## config.mk

```make
export PLATFORM = sky130hd
export DESIGN_NAME = uart_tx
export DESIGN_NICKNAME = d
export VERILOG_FILES = /design/src/rtl/uart_tx.sv
export SDC_FILE = /design/constraint.sdc
export NUM_CORES = 1
export LEC_CHECK = 0
export CORE_UTILIZATION = 35
export CTS_BUF_LIST = sky130_fd_sc_hd__clkbuf_4 sky130_fd_sc_hd__clkbuf_8 sky130_fd_sc_hd__clkbuf_16
export CTS_CLUSTER_SIZE = 8
export DETAILED_ROUTE_END_ITERATION = 7
export PLACE_DENSITY = 0.53
export SLEW_MARGIN = 20
export SYNTH_ARGS = -nofsm -noshare
export SYNTH_HDL_FRONTEND = slang
export SYNTH_SLANG_ARGS = --single-unit
```

## constraint.sdc

```tcl
create_clock -name clk -period 1.7 [get_ports clk]
set_input_delay 0.17 -clock clk [delete_from_list [all_inputs] [get_ports clk]]
set_output_delay 0.17 -clock clk [all_outputs]
set_load 0.1 [all_outputs]
```

## src/rtl/uart_tx.sv

```systemverilog
// UART transmitter: start bit, DATA_BITS payload LSB first, optional even parity, one stop bit.
// Define UART_TX_PARITY_EN to insert the even-parity bit between the payload and the stop bit.
module uart_tx #(
   parameter int unsigned OVERSAMPLE = 16,
   parameter int unsigned DATA_BITS  = 8
) (
   input  logic                 clk,
   input  logic                 rst,
   input  logic                 baudTick,
   input  logic                 txValid,
   input  logic [DATA_BITS-1:0] txData,
   output logic                 txReady,
   output logic                 serialOut,
   output logic                 busy,
   output logic                 txDone
);

`ifdef UART_TX_PARITY_EN
   typedef enum logic [2:0] {StIdle, StStart, StData, StParity, StStop} state_e;
`else
   typedef enum logic [2:0] {StIdle, StStart, StData, StStop} state_e;
`endif

   localparam logic [3:0] TickLast = 4'(OVERSAMPLE - 1);
   localparam logic [2:0] BitLast  = 3'(DATA_BITS - 1);

   state_e               state_q;
   logic [3:0]           tick_q;
   logic [3:0]           tick_d;
   logic [2:0]           bit_q;
   logic [DATA_BITS-1:0] shift_q;
   logic                 line_q;
   logic                 ready_q;
   logic                 busy_q;
   logic                 done_q;
   logic                 bit_end;
`ifdef UART_TX_PARITY_EN
   logic                 parity_q;
`endif

   // The counter only runs while a frame is in flight; IDLE keeps it at zero.
   always_comb begin
      bit_end = 1'b0;
      tick_d  = tick_q;
      if (state_q != StIdle && baudTick) begin
         if (tick_q == TickLast) begin
            bit_end = 1'b1;
            tick_d  = 4'd0;
         end else begin
            tick_d  = tick_q + 4'd1;
         end
      end
   end

   always_ff @(posedge clk) begin
      if (!rst) begin
         state_q  <= StIdle;
         tick_q   <= 4'd0;
         bit_q    <= 3'd0;
         shift_q  <= '0;
         line_q   <= 1'b1;
         ready_q  <= 1'b1;
         busy_q   <= 1'b0;
         done_q   <= 1'b0;
`ifdef UART_TX_PARITY_EN
         parity_q <= 1'b0;
`endif
      end else begin
         done_q <= 1'b0;
         tick_q <= tick_d;
         unique case (state_q)
            StIdle: begin
               // A tick coinciding with the accept is deliberately not counted.
               if (txValid) begin
                  state_q  <= StStart;
                  shift_q  <= txData;
                  line_q   <= 1'b0;
                  ready_q  <= 1'b0;
                  busy_q   <= 1'b1;
                  tick_q   <= 4'd0;
                  bit_q    <= 3'd0;
`ifdef UART_TX_PARITY_EN
                  parity_q <= ^txData;
`endif
               end
            end
            StStart: begin
               if (bit_end) begin
                  state_q <= StData;
                  line_q  <= shift_q[0];
               end
            end
            StData: begin
               if (bit_end) begin
                  shift_q <= shift_q >> 1;
                  if (bit_q == BitLast) begin
                     bit_q   <= 3'd0;
`ifdef UART_TX_PARITY_EN
                     state_q <= StParity;
                     line_q  <= parity_q;
`else
                     state_q <= StStop;
                     line_q  <= 1'b1;
`endif
                  end else begin
                     bit_q  <= bit_q + 3'd1;
                     line_q <= shift_q[1];
                  end
               end
            end
`ifdef UART_TX_PARITY_EN
            StParity: begin
               if (bit_end) begin
                  state_q <= StStop;
                  line_q  <= 1'b1;
               end
            end
`endif
            StStop: begin
               if (bit_end) begin
                  state_q <= StIdle;
                  ready_q <= 1'b1;
                  busy_q  <= 1'b0;
                  done_q  <= 1'b1;
               end
            end
            default: begin
               state_q <= StIdle;
               line_q  <= 1'b1;
               ready_q <= 1'b1;
               busy_q  <= 1'b0;
               tick_q  <= 4'd0;
               bit_q   <= 3'd0;
            end
         endcase
      end
   end

   assign txReady   = ready_q;
   assign serialOut = line_q;
   assign busy      = busy_q;
   assign txDone    = done_q;

endmodule

```

==> results of run 1 <==
layout make-up:
| type | instances | area [sq um] |
|---|---|---|
| clock buffers | 3 | 22.52 |
| clock inverters | 1 | 5.005 |
| fillers | 320 | 1605 |
| inverters | 4 | 15.01 |
| multi-input cells | 93 | 696.9 |
| flip-flops and latches | 21 | 422.9 |
| well taps | 44 | 55.05 |
| repair buffers | 32 | 280.3 |
stage by stage:
| stage | setup slack [ns] | area (sq um) | util | setup TNS (ns) |
|---|---|---|---|---|
| 2_1_floorplan | 0.005796 | 1161 | - | 0 |
| 3_3_place_gp | 0.008211 | 1443 | 0.4649 | 0 |
| 3_5_place_dp | -0.03256 | 1443 | 0.4649 | -0.03256 |
| 4_1_cts | 0.003178 | 1470 | 0.4738 | 0 |
| 5_1_grt | 0.002699 | 1498 | 0.4827 | 0 |
| 6_report | 0.08668 | 1498 | 0.4827 | 0 |
power by group:
part | switching [mW] | leakage [nW] | internal (mW)
registers | 0.0803 | 0.173 | 0.641
clock network | 0.157 | 0.0177 | 0.0878
logic | 0.875 | 0.420 | 0.655
total | 1.11 | 0.611 | 1.38
Yosys cell counts (all sizes together) (2+ instances only):
library cell / instances
inv: 4
o21ai: 4
nand3b: 5
nand3: 6
a31oi: 2
ha: 7
dfxtp: 21
nor2: 10
mux2i: 12
buf: 5
clkbuf: 3
xor2: 2
a21oi: 9
nand2: 11
nor2b: 2
a311oi: 7
layer usage:
metal / vias up / share of wire / wire (microns)
met5: - / 0 / 0
met4: 0 / 0.0096 / 24
met3: 2 / 0.046 / 116
met2: 31 / 0.49 / 1215
met1: 468 / 0.46 / 1142
li1: 519 / - / -
worst paths after layout:
path / start / end / slack (ns)
worst max-delay path: state_q[1] / state_q[0] / 0.09
worst max register to register: state_q[1] / state_q[0] / 0.09
worst min register to register: bit_q[2] / bit_q[2] / 0.48
worst min-delay path: txData[7] / shift_q[7] / 0.44
sequential cells by signal (all words and copies together), names as in the netlist:
signal / cells
tick_q: 4
txDone: 1
shift_q: 8
busy: 1
state_q: 2
serialOut: 1
txReady: 1
bit_q: 3
worst reg2reg max path: cells and delay by family, from the launching register on:
family / cells / cell delay [ns]
simple gates: 1 / 0.43
compound gates: 2 / 0.36
flops: 1 / 0.34
fa+ha+maj: 1 / 0.23
buf+inv: 1 / 0.14
what timing repair did:
| action | 4_1_cts | 5_1_grt |
|---|---|---|
| setup endpoints to repair | 0 | 15 |
| resized for setup | 0 | 6 |
| buffers inserted | 0 | 1 |
cells by family (layout without fill, tap and decap cells):
| group | Yosys count | in the layout | share of synthesized area |
|---|---|---|---|
| multiplexers | 12 | 12 | 0.1037 |
| AND/OR/NAND/NOR | 41 | 41 | 0.1944 |
| XOR/XNOR | 3 | 3 | 0.02268 |
| buffers and inverters | 12 | 40 | 0.05291 |
| flip-flops | 21 | 21 | 0.3628 |
| AO/OA/AOI/OAI | 30 | 30 | 0.1879 |
| adder cells (fa/ha/maj) | 7 | 7 | 0.07559 |
==> flow_summary_export.csv, run 1 <==
group,metric,value,unit
drt,vias,1020,
floorplanning,die_w,59.54,microns
cts,cts_tree,"built",
min_path,hp-class,"in2reg",
global_route,grt.met3_usage,0.04367,
synthesis,synth_cell_types,38,
critical_path,r2r_cells,5,
drt,drt_pre_antenna_iters,4,
placed_design,port_buffers,15,
sta,slew_violations,0,
global_route,grt_use_met2,0.2873,
sta,max_freq,0.6198,GHz
finish,layout.nets,174,
critical_path,critical_path.max_stage_delay,0.43,ns
synthesis,synth_edf_count,0,
finish,final_cell_mix,"20 x buf_4, 19 x dfxtp_1, 12 x mux2i_1",
critical_path,crit_path_max_fanout,5,
critical_path,startpoint_type,"flop",
run,drv_cap,0,
cts,cts-htree-levels,1,
global_route,antenna_found_initial,0,
synthesis,yosys-top-cells-area,"dfxtp_1 36%, mux2i_1 10%, ha_1 7.6%",
sta,holdWs,0.4366,ns
critical_path,worstSetupEndpointType,"flop",
sta,tightest_slew,0.4140,ns
cts,cts_hold_buf,0,
critical_path,critical_path_buf_inv_count,1,
floorplanning,initial_core_util,0.3734,
finish,area_growth,29.27,%
synthesis,synthCells,126,
sta,min_period,1.613,ns
drt,drcViolationCount,0,
cts,path_clk_slew,0.12,ns
global_route,grt_first_pass_wirelength,4.491,mm
cts,cts.path.max_buffers,2,
power_and_ir_drop,power,2.496,mW
cts,cts_root_buf,"clkbuf_4",
critical_path,arrival,1.80,ns
placed_design,dp_cells,193,
synthesis,synth_ff_type,"dfxtp_1",
global_route,grt_pass1_vias,1015,
synthesis,syn_area_per_cell,9.195,sq um
critical_path,worstSetupPathType,"reg2reg",
floorplanning,core,0.003103,sq mm
min_path,min_path_cells,3,
synthesis,yosysTopAreaCell,"dfxtp_1",
drt,drt_iter0_markers,31,
finish,finalNonFillerCells,198,
placed_design,gp_congestion,0.8081,
finish,drive_gt1_frac,0.2208,
drt,ant_nets,0,
global_route,grt_max_degree,16,
sta,skew,0.008584,ns
global_route,grt_busiest_layer,"met2",
power_and_ir_drop,p_leak,0.6108,nW
sta,setup-violations-final,0,
synthesis,synth_top_area_share,0.3629,
power_and_ir_drop,power_density,1667,mW/mm^2
power_and_ir_drop,worst_ir_drop_vdd,0.0006923,V
floorplanning,dieArea,0.003544,sq mm
synthesis,ys_ff_latch,21,
cts,clkLatencyLatePin,0.31,ns
sta,rsz0062_at_grt,"false",
floorplanning,rows,20,
sta,hold_violations,0,
placed_design,place_hpwl,1.868,mm
drt,wl_per_cell,12.62,microns
drt,avgViaCountPerCell,5.152,
synthesis,yosys_warnings,0,
synthesis,async_flop_share,0,
cts,cts_sinks,21,
finish,layout_commonest_cell,"buf_4",
floorplanning,dieHeight,59.54,microns
critical_path,path_cells,"buf_4 -> ha_1 -> or3_1 -> o221ai_1 -> a31oi_1",
run_status,status,"finished, final reports clean",
global_route,grt_overflow,0,
finish,num_antenna_cells,0,
critical_path,crit_cells,5,
global_route,use_met1,0.2067,
global_route,track_usage,0.1658,
sta,fin_crit_sh,0.9490,
synthesis,ys_seq_area_frac,0.3629,
cts,numCtsBuffers,3,
synthesis,syn_nets,145,
sta,relSlewSlack,0.7237,
drt,routed_wl,2.499,mm
critical_path,cp.required,1.89,ns
critical_path,cp_slowest_cell,"or3_1",
floorplanning,ioPinCount,16,
synthesis,synth_area,0.001159,sq mm
critical_path,critical_path.top_delay_family,"simple AND/OR/NAND/NOR gates",
No activity file was read; power rests on OpenSTA's default activity.
==> run 2: changes to the inputs <==
- SKIP_CTS_REPAIR_TIMING: default -> 1
==> results of run 2 <==
Final layout, timing and power as in run 1 (identical DEF).
